==> src/rtl/ir_scan_ctrl.sv <==
// rtl/ir_scan_ctrl.sv - IR line-sensor scanner: emitter timing, A2D sequencing, averaging, max and line detect
module ir_scan_ctrl #(
    parameter int          NUM_CH    = 8,
    parameter int          CH_W      = 3,
    parameter int          PERIOD_W  = 18,
    parameter int          SETTLE_W  = 12,
    parameter int          AVG_SHIFT = 0,
    parameter logic [11:0] THR_HI    = 12'h048,
    parameter logic [11:0] THR_LO    = 12'h038
) (
    input  logic                 clk,
    input  logic                 rst_n,
    input  logic                 en,
    input  logic                 cnv_cmplt,
    input  logic [11:0]          res,
    output logic                 strt_cnv,
    output logic [CH_W-1:0]      chnnl,
    output logic                 IR_en,
    output logic [NUM_CH*12-1:0] IR_vals,
    output logic                 IR_vld,
    output logic [11:0]          IR_max,
    output logic [CH_W-1:0]      max_idx,
    output logic                 line_present
);

    localparam int TMR_W = (PERIOD_W > SETTLE_W) ? PERIOD_W : SETTLE_W;
    localparam int CNT_W = AVG_SHIFT + 1;
    localparam int ACC_W = 12 + AVG_SHIFT;

    localparam logic [TMR_W-1:0] PERIOD_LAST = TMR_W'({PERIOD_W{1'b1}});
    localparam logic [TMR_W-1:0] SETTLE_LAST = TMR_W'({SETTLE_W{1'b1}});
    localparam logic [CNT_W-1:0] CNT_LAST    = CNT_W'((1 << AVG_SHIFT) - 1);
    localparam logic [CH_W-1:0]  CH_LAST     = CH_W'(NUM_CH - 1);

    typedef enum logic [2:0] {
        IDLE, WAIT_TMR, SETTLE, START_CNV, WAIT_CNV, DONE
    } state_t;

    state_t           state;
    logic [TMR_W-1:0] tmr;
    logic [CNT_W-1:0] cnt;
    logic [ACC_W-1:0] acc;
    logic [11:0]      run_max;
    logic [CH_W-1:0]  run_idx;

    logic [ACC_W-1:0] sum;
    logic [11:0]      avg;

    // Sum is never wider than ACC_W: 2^AVG_SHIFT samples of at most 12'hFFF.
    assign sum = acc + ACC_W'(res);
    assign avg = 12'(sum >> AVG_SHIFT);

    always_ff @(posedge clk or negedge rst_n) begin
        if (!rst_n) begin
            state        <= IDLE;
            tmr          <= '0;
            cnt          <= '0;
            acc          <= '0;
            run_max      <= '0;
            run_idx      <= '0;
            strt_cnv     <= 1'b0;
            chnnl        <= '0;
            IR_en        <= 1'b0;
            IR_vals      <= '0;
            IR_vld       <= 1'b0;
            IR_max       <= '0;
            max_idx      <= '0;
            line_present <= 1'b0;
        end else begin
            strt_cnv <= 1'b0;
            IR_vld   <= 1'b0;
            if (!en) begin
                // Abort: published max/flag stay as they were, slots already written stay too.
                state   <= IDLE;
                IR_en   <= 1'b0;
                tmr     <= '0;
                cnt     <= '0;
                acc     <= '0;
                run_max <= '0;
                run_idx <= '0;
            end else begin
                case (state)
                    IDLE: begin
                        tmr     <= '0;
                        cnt     <= '0;
                        acc     <= '0;
                        run_max <= '0;
                        run_idx <= '0;
                        state   <= WAIT_TMR;
                    end
                    WAIT_TMR: begin
                        if (tmr == PERIOD_LAST) begin
                            tmr   <= '0;
                            IR_en <= 1'b1;
                            state <= SETTLE;
                        end else begin
                            tmr <= tmr + TMR_W'(1);
                        end
                    end
                    SETTLE: begin
                        if (tmr == SETTLE_LAST) begin
                            tmr   <= '0;
                            chnnl <= '0;
                            state <= START_CNV;
                        end else begin
                            tmr <= tmr + TMR_W'(1);
                        end
                    end
                    START_CNV: begin
                        strt_cnv <= 1'b1;
                        state    <= WAIT_CNV;
                    end
                    WAIT_CNV: begin
                        if (cnv_cmplt) begin
                            if (cnt != CNT_LAST) begin
                                acc   <= sum;
                                cnt   <= cnt + CNT_W'(1);
                                state <= START_CNV;
                            end else begin
                                IR_vals[int'(chnnl)*12 +: 12] <= avg;
                                // Strict compare so a tie keeps the lower channel index.
                                if (avg > run_max) begin
                                    run_max <= avg;
                                    run_idx <= chnnl;
                                end
                                acc <= '0;
                                cnt <= '0;
                                if (chnnl == CH_LAST) begin
                                    IR_en <= 1'b0;
                                    state <= DONE;
                                end else begin
                                    chnnl <= chnnl + CH_W'(1);
                                    state <= START_CNV;
                                end
                            end
                        end
                    end
                    DONE: begin
                        IR_vld  <= 1'b1;
                        IR_max  <= run_max;
                        max_idx <= run_idx;
                        if (run_max > THR_HI)
                            line_present <= 1'b1;
                        else if (run_max < THR_LO)
                            line_present <= 1'b0;
                        state <= IDLE;
                    end
                    default: state <= IDLE;
                endcase
            end
        end
    end

endmodule
==> config.mk <==
export PLATFORM = sky130hd
export DESIGN_NAME = ir_scan_ctrl
export DESIGN_NICKNAME = d
export VERILOG_FILES = /design/src/rtl/ir_scan_ctrl.sv
export SDC_FILE = /design/constraint.sdc
export NUM_CORES = 1
export LEC_CHECK = 0
export BUFFER_PORTS_ARGS = -buffer_cell sky130_fd_sc_hd__buf_2
export CORE_MARGIN = 2
export CORE_UTILIZATION = 50
export CTS_BUF_LIST = sky130_fd_sc_hd__clkbuf_8
export CTS_CLUSTER_DIAMETER = 80
export CTS_CLUSTER_SIZE = 8
export DETAILED_ROUTE_END_ITERATION = 10
export PLACE_DENSITY = 0.75
export SKIP_CTS_REPAIR_TIMING = 1
export SLEW_MARGIN = 10
export SYNTH_ARGS = -nofsm -noshare
export SYNTH_HDL_FRONTEND = slang
export SYNTH_SLANG_ARGS = --single-unit
==> constraint.sdc <==
create_clock -name clk -period 3.2 [get_ports clk]
set_clock_uncertainty 0.1 [all_clocks]
set_input_delay 0.64 -clock clk [delete_from_list [all_inputs] [get_ports clk]]
set_output_delay 0.64 -clock clk [all_outputs]
set_load 0.05 [all_outputs]
==> run metrics, run 1 <==
power per cell area=431 nW/um^2; grt total ovfl=0; EDFF count, synth=0; antenna violations before repair=0; synthesized area per cell=10.4 sq um; #FFs+latches synth=154; share of cells above drive strength 1=34.5%; via/cell ratio=5.76; most frequent cell after synthesis=dfrtp_1; Syn Inst Count=765; fraction of registers with async set/reset=100%; pin count of the biggest net entering global routing=75; I/O pins=134; CP max stage cell=fa_2; DRT antenna net count=0; RePlAce Congestion=0.989; clk root buf=clkbuf_8; worst hold path type=in2async; crit-path max FO=10; nets@finish=959; residual DRC count=0; setup ws final=0.111 ns; Buf/Inv on CP=3; vias in the first global route=6152; Die Ht=130 um; Largest delay share family, worst path=adder cells; CP Class=reg2reg; Seq/Total Area, Yosys=48.4%; Filler cells=1346; Finished Layout Cells=1150; biggest area consumer among synthesized cells=dfrtp_1; CTS HTree Levels=4; number of port buffers=133; # diodes=0; synthesized area=7970 sq um; Hold Fails Final Rpt=0; Worst-path clk slew=0.08 ns; synth warn=0; worst-margin pin slew=0.680 ns; row cnt=46; Initial Utilization=50.7%; CTS Buf Count=17; die width=130 um; Cells after DPL=1117; CP required=3.44 ns; Setup crit start kind=flop; Mapped Nets=802; Area contributors post-synth=dfrtp_1, mux2_2, nand2_1, ha_1, o21ai_0; maximum VDD drop=0.000329 V; CTS tree=done; CP peak stage delay=0.56 ns; Pwr Total=4.13 mW; Max Clk Rate=324 MHz; post-synth top area share=48.4%; Synth Flop Type=dfrtp_1; Post-synth top cells=dfrtp_1, nand2_1, mux2_2; GRT Resource Usage Total=24.4%; Max-Cap Viols=0; Max-slew headroom=54.7%; leakage power=4.84 nW; Period Utilization, post-route=96.5%; RSZ-0062 raised after global routing=no; vias=6623; crit-path cells=ha_4 -> fa_2 -> inv_1 -> and3_1 -> ha_4 -> buf_4 -> nand2_1 -> buf_4 -> o21ai_1 -> nand2_1 -> mux2_2; First-pass DRT Iterations=5; pre-CTS setup slack=0.00420 ns; P&R area growth vs syn=20.3%; Max Slew Vio Count=0; clk buf depth=2; final setup violation count=0; DRT Wirelength=20200 um; status=completed; worst-skew pair later-pin latency=0.46 ns; crit path capture type=flop; WL per Instance=17.6 um; clock sinks=154; die area=17000 sq um; post-route minimum period=3.09 ns; core footprint=15700 sq um; Unique masters post-synth=70; Final HPWL DP=14900 um; crit path DAT=3.33 ns; Initial DRC Count=497; first-pass GRT wire length=32100 um
## power by group
group          internal (mW)  leakage [nW]  switching [mW]  total [mW]
Sequential              2.00          2.12          0.0526        2.05
Combinational          0.140          2.50           0.368       0.508
Clock                  0.860         0.216           0.711        1.57
## layer usage
metal | track usage [%] | vias to the layer above | share of wire [%]
met5 | 0 | - | 0
met4 | 8.10 | 0 | 2.3
met3 | 6.07 | 48 | 8.1
met2 | 36.9 | 285 | 45
met1 | 34.7 | 3180 | 44
li1 | - | 3110 | -
## state kept, by name (all words and copies together), names as in the netlist, 3 cells and up
signal   flops
IR_vals     96
run_max     12
IR_max      12
chnnl        3
max_idx      3
tmr         18
state        3
run_idx      3
## metrics by stage
stage          hold WS [ns]  util, %  TNS (ns)  cell area, sq um
6_report             0.0924     61.0         0              9580
5_1_grt               0.132     61.0         0              9580
4_1_cts               0.114     60.4   -0.0305              9490
3_5_place_dp          0.359     57.7         0              9070
3_3_place_gp          0.353     57.7         0              9070
2_1_floorplan         0.244        -         0              8000
## area by class of cell
class	count	area [sq um]	share of cell area (%)
multi-input combinational	547	3910	40.8
sequential	154	3860	40.3
timing repair buffer	175	1010	10.6
tap	216	270	2.82
clock buffer	18	248	2.59
clock inverter	13	176	1.84
inverter	27	105	1.10
## kinds of logic (layout without fill, tap and decap cells)
kind of cell,Yosys count,in the layout,synth area share (%)
xor gates and xnor gates,6,6,0.848
buffers and inverters,64,233,3.52
muxes,98,98,13.7
and+or+nand+nor,247,247,15.1
AOI/OAI and AO/OA,175,175,15.1
adders and majority gates,21,21,3.39
DFF,154,154,48.4
## path summary, 6_finish.rpt
path	to	depth (start not counted)	startpoint	slack, ns
max in group asynchronous	IR_vals[39]	2	rst_n	2.17
worst max register to register	IR_vals[69]	11	chnnl[1]	0.11
worst max-delay path	IR_vals[69]	11	chnnl[1]	0.11
worst min-delay path	IR_max[6]	1	rst_n	0.09
min in group clk	max_idx[2]	2	max_idx[2]	0.37
worst min register to register	max_idx[2]	2	max_idx[2]	0.37
## worst reg2reg max path, stage by stage, from the launching register on
cell and delay, ns:
dfrtp_2 0.45, ha_4 0.18, fa_2 0.56, inv_1 0.09
and3_1 0.21, ha_4 0.30, buf_4 0.17, nand2_1 0.09
buf_4 0.19, o21ai_1 0.18, nand2_1 0.16, mux2_2 0.30
## layout by cell type, fill, tap and decap left out, drive strengths merged, types with 19 or more instances in the layout
cell / instances
buf: 175
dfrtp: 154
nand2: 110
mux2: 88
o21ai: 52
nor2: 40
a21oi: 30
inv: 28
ha: 20
a31oi: 19
a32o: 19
No activity file was read; power rests on OpenSTA's default activity.
==> inputs of run 2 (changes only) <==
--- a/config.mk
+++ b/config.mk
@@ -12,7 +12,7 @@
 export CTS_CLUSTER_DIAMETER = 80
 export CTS_CLUSTER_SIZE = 8
 export DETAILED_ROUTE_END_ITERATION = 10
-export PLACE_DENSITY = 0.75
+export PLACE_DENSITY = 0.71
 export SKIP_CTS_REPAIR_TIMING = 1
 export SLEW_MARGIN = 10
 export SYNTH_ARGS = -nofsm -noshare
==> constraint.sdc (replaced) <==
create_clock -name clk -period 3.3 [get_ports clk]
set_clock_uncertainty 0.1 [all_clocks]
set_input_delay 0.66 -clock clk [delete_from_list [all_inputs] [get_ports clk]]
set_output_delay 0.66 -clock clk [all_outputs]
set_load 0.05 [all_outputs]
==> run metrics, run 2 (synthesis results as in run 1) <==
status=completed; worst hold path type=in2async; Max-slew headroom=24.1%; hold_ws=0.107 ns; Register Area=3860 sq um; GRT Resource Usage Total=24.8%; top flop regs=IR_vals x96, tmr x18; via/cell ratio=5.71; Worst R2R Start=chnnl[1]; residual DRC count=0; first-pass GRT wire length=32300 um; Int Pwr=2.82 mW; crit path capture type=flop; CP endpoint=IR_vals[56]; Max Slew Vio Count=0; Max-Cap Viols=0; number of port buffers=133; maximum VDD drop=0.000229 V; core footprint=15700 sq um; Period Utilization, post-route=98.7%; CTS Buf Count=17; Pwr Total=3.92 mW; power per cell area=414 nW/um^2; I/O pins=134; RePlAce Congestion=0.963; pin count of the biggest net entering global routing=74; Final HPWL DP=14900 um; switch share=28.0%; WL per Instance=17.9 um; final setup violation count=0; commonest non-fill, non-tap cell in the layout=dfrtp_1; P_sw=1.10 mW; crit path from=chnnl[1]; DRT antenna net count=0; share of cells above drive strength 1=33.2%; First-pass DRT Iterations=7; vias=6538; worst flop-to-flop path endpoint=IR_vals[56]; clock sinks=154; Die Ht=130 um; P&R area growth vs syn=19.0%; DRT Wirelength=20500 um; CP required=3.55 ns; Hold Fails Final Rpt=0; die width=130 um; post-route design area=9480 sq um; Max Clk Rate=307 MHz; Setup crit start kind=flop; Comb power frac=12.5%; grt total ovfl=0; row cnt=46; RSZ-0062 raised after global routing=yes; Reg2Reg Depth=9; Initial DRC Count=573; nets@finish=954; antenna violations before repair=0; CTS tree=done; die area=17000 sq um; Filler cells=1391; CTS HTree Levels=4; worst-skew pair later-pin latency=0.46 ns; Largest Register=IR_vals; crit-path max FO=8; Sequential Power Share=50.5%; Initial Utilization=50.7%; vias in the first global route=6217; clk root buf=clkbuf_8; Worst-path clk slew=0.08 ns; clk buf depth=2; reg-to-reg slack, setup=0.04 ns; CP Class=reg2reg; dpl cell area=9040 sq um; Largest register FFs=96; leakage power=4.81 nW; most frequent cells in the layout=dfrtp_1, buf_2, nand2_1, mux2_2, o21ai_0; crit path DAT=3.50 ns; post-route minimum period=3.26 ns; Clock Power Share=37.0%; area taken by multi-input logic gates=3870 sq um; worst-margin pin slew=1.13 ns; # diodes=0
-- run 2: final cells by class --
type,instances,share of cell area [%]
tap,216,2.85
inverter,27,1.07
clock inverter,14,1.68
clock buffer,18,2.61
timing repair buffer,170,10.3
sequential,154,40.7
multi-input combinational,547,40.8
-- run 2: critical path: stages, from the launching register on --
cell	delay [ns]
dfrtp_2	0.44
ha_2	0.19
fa_2	0.57
inv_1	0.09
and3_1	0.18
ha_2	0.38
buf_4	0.17
nand3_1	0.23
nor2_1	0.40
mux2_2	0.38
-- run 2: worst min path at each step --
stage                        to  cells after the start   startpoint
finish                   tmr[7]                      1        rst_n
detailed placement  IR_vals[91]                      2  IR_vals[91]
global placement     max_idx[2]                      2   max_idx[2]
floorplan                 IR_en                      0        rst_n
global route             tmr[7]                      1        rst_n
CTS                     tmr[16]                      1        rst_n
-- run 2: power by group through the flow --
stage                     clock network, mW  registers, mW  logic, mW
after CTS                              1.48           1.98      0.492
after global routing                   1.55           1.99      0.530
after floorplan                           0           2.15      0.193
final                                  1.45           1.98      0.491
after global placement                    0           2.02      0.485
after detailed placement                  0           2.02      0.491
-- run 2: per-layer routing --
layer,GRT usage [%],part of all wire (%),up-vias
li1,-,-,3102
met5,0,0,-
met2,37.9,45,247
met3,4.35,6.6,34
met4,8.10,2.0,0
met1,35.9,46,3155
-- run 2: metrics by stage --
stage | TNS [ns] | utilization (%) | instances | worst slack [ns]
2_1_floorplan | 0 | - | 765 | 0.000481
4_1_cts | 0 | 60.2 | 1146 | 0.0567
3_5_place_dp | 0 | 57.6 | 1114 | 0.0675
3_3_place_gp | 0 | 57.6 | 1114 | 0.142
6_report | 0 | 60.3 | 1146 | 0.0444
5_1_grt | -0.185 | 60.3 | 1146 | -0.0286
==> inputs of run 3 (changes only) <==
--- a/config.mk
+++ b/config.mk
@@ -7,12 +7,12 @@
 export LEC_CHECK = 0
 export BUFFER_PORTS_ARGS = -buffer_cell sky130_fd_sc_hd__buf_2
 export CORE_MARGIN = 2
-export CORE_UTILIZATION = 50
+export CORE_UTILIZATION = 45
 export CTS_BUF_LIST = sky130_fd_sc_hd__clkbuf_8
 export CTS_CLUSTER_DIAMETER = 80
 export CTS_CLUSTER_SIZE = 8
 export DETAILED_ROUTE_END_ITERATION = 10
-export PLACE_DENSITY = 0.71
+export PLACE_DENSITY = 0.65
 export SKIP_CTS_REPAIR_TIMING = 1
 export SLEW_MARGIN = 10
 export SYNTH_ARGS = -nofsm -noshare
==> constraint.sdc (replaced) <==
create_clock -name clk -period 4 [get_ports clk]
set_clock_uncertainty 0.1 [all_clocks]
set_input_delay 0.8 -clock clk [delete_from_list [all_inputs] [get_ports clk]]
set_output_delay 0.8 -clock clk [all_outputs]
set_load 0.05 [all_outputs]
==> run metrics, run 3 (synthesis results as in run 1) <==
Finished Layout Cells=1129; WL per Instance=18.3 um; Largest delay share family, worst path=adder cells; share of cells above drive strength 1=30.3%; Final HPWL DP=15200 um; reg-to-reg slack, setup=0.27 ns; most frequent cells in the layout=dfrtp_1, buf_2, nand2_1, mux2_2, o21ai_0; residual DRC count=0; clk buf depth=2; RePlAce Congestion=0.921; dpl cell area=8830 sq um; CP max stage cell=fa_1; Max-slew headroom=25.9%; core footprint=17300 sq um; Reg2Reg Depth=10; post-route minimum period=3.73 ns; switch share=29.0%; Largest register FFs=96; Max Slew Vio Count=0; hold_ws=0.200 ns; worst-skew pair later-pin latency=0.46 ns; crit-path max FO=10; Worst R2R Start=chnnl[1]; worst hold path type=in2async; maximum VDD drop=0.000230 V; Hold Fails Final Rpt=0; row cnt=48; Filler cells=1618; post-route design area=9210 sq um; Max-Cap Viols=0; Comb power frac=12.4%; clk root buf=clkbuf_8; Clock Power Share=36.1%; Sequential Power Share=51.5%; die width=137 um; clock sinks=154; power per cell area=345 nW/um^2; Period Utilization, post-route=93.3%; RSZ-0062 raised after global routing=no; routed length on met1=9520 um; Initial Utilization=46.1%; DRT antenna net count=0; crit path capture type=flop; DRT Wirelength=20700 um; grt total ovfl=0; Setup crit start kind=flop; crit-path cells=ha_1 -> fa_1 -> xnor2_2 -> and3_1 -> ha_1 -> nand4b_1 -> nor3_1 -> nand2_2 -> a21oi_2 -> mux2_2; I/O pins=134; Initial DRC Count=520; die area=18800 sq um; worst flop-to-flop path endpoint=IR_vals[10]; final setup violation count=0; Largest Register=IR_vals; Die Ht=137 um; via/cell ratio=5.64; Worst-path clk slew=0.08 ns; First-pass DRT Iterations=7; area taken by multi-input logic gates=3830 sq um; P&R area growth vs syn=15.6%; critical path's most frequent cell=ha_1; leakage power=4.66 nW; antenna violations before repair=0; number of port buffers=133; nets@finish=929; CP peak stage delay=0.48 ns; Highest Signal Layer=met4; DR WL met3=1360 um; top flop regs=IR_vals x96, tmr x18; met2 WL=9210 um; CP Class=reg2reg; Cells after DPL=1098; commonest non-fill, non-tap cell in the layout=dfrtp_1; CP required=4.25 ns; Int Pwr=2.26 mW; CTS tree=done; pin count of the biggest net entering global routing=60; CTS HTree Levels=4; GRT Resource Usage Total=22.8%; # diodes=0; Max Clk Rate=268 MHz; Fin Setup TNS=0 ns; CTS Buf Count=17; P_sw=923 uW; crit path DAT=3.98 ns; utilization after layout=53.3%; vias in the first global route=6021; first-pass GRT wire length=32700 um; Register Area=3850 sq um; Buf/Inv on CP=0; status=completed; worst-margin pin slew=1.10 ns; vias=6365
run 3: how the worst max path moves through the flow:
stage,endpoint,startpoint,cells past startpoint
finish,IR_vals[10],chnnl[1],10
global route,IR_vals[10],chnnl[1],10
CTS,IR_vals[10],chnnl[1],10
detailed placement,IR_vals[8],chnnl[1],10
global placement,IR_vals[8],chnnl[1],10
floorplan,IR_vals[10],chnnl[0],10
run 3: cell type report:
cell class / instances / area share [%]
Sequential cell: 154 / 41.8
Multi-Input combinational cell: 547 / 41.6
Tap cell: 225 / 3.06
Clock inverter: 13 / 1.44
Timing Repair Buffer: 145 / 8.27
Inverter: 27 / 1.10
Clock buffer: 18 / 2.69
run 3: stage by stage:
| step | worst slack (ns) | power, mW |
|---|---|---|
| 2_1_floorplan | 0.464 | 1.93 |
| 3_3_place_gp | 0.405 | 2.06 |
| 3_5_place_dp | 0.324 | 2.07 |
| 4_1_cts | 0.306 | 3.22 |
| 5_1_grt | 0.0405 | 3.31 |
| 6_report | 0.268 | 3.18 |
run 3: layer usage:
metal | GRT usage (%) | up-vias
li1 | - | 3041
met1 | 33.3 | 3053
met2 | 33.3 | 229
met3 | 4.70 | 42
met4 | 8.71 | 0
met5 | 0 | -
run 3: power groups by stage:
stage	clock network, mW	logic, mW	registers (mW)
floorplan	0	0.159	1.77
global placement	0	0.394	1.67
detailed placement	0	0.398	1.67
CTS	1.18	0.398	1.64
global route	1.24	0.430	1.64
finish	1.15	0.394	1.64
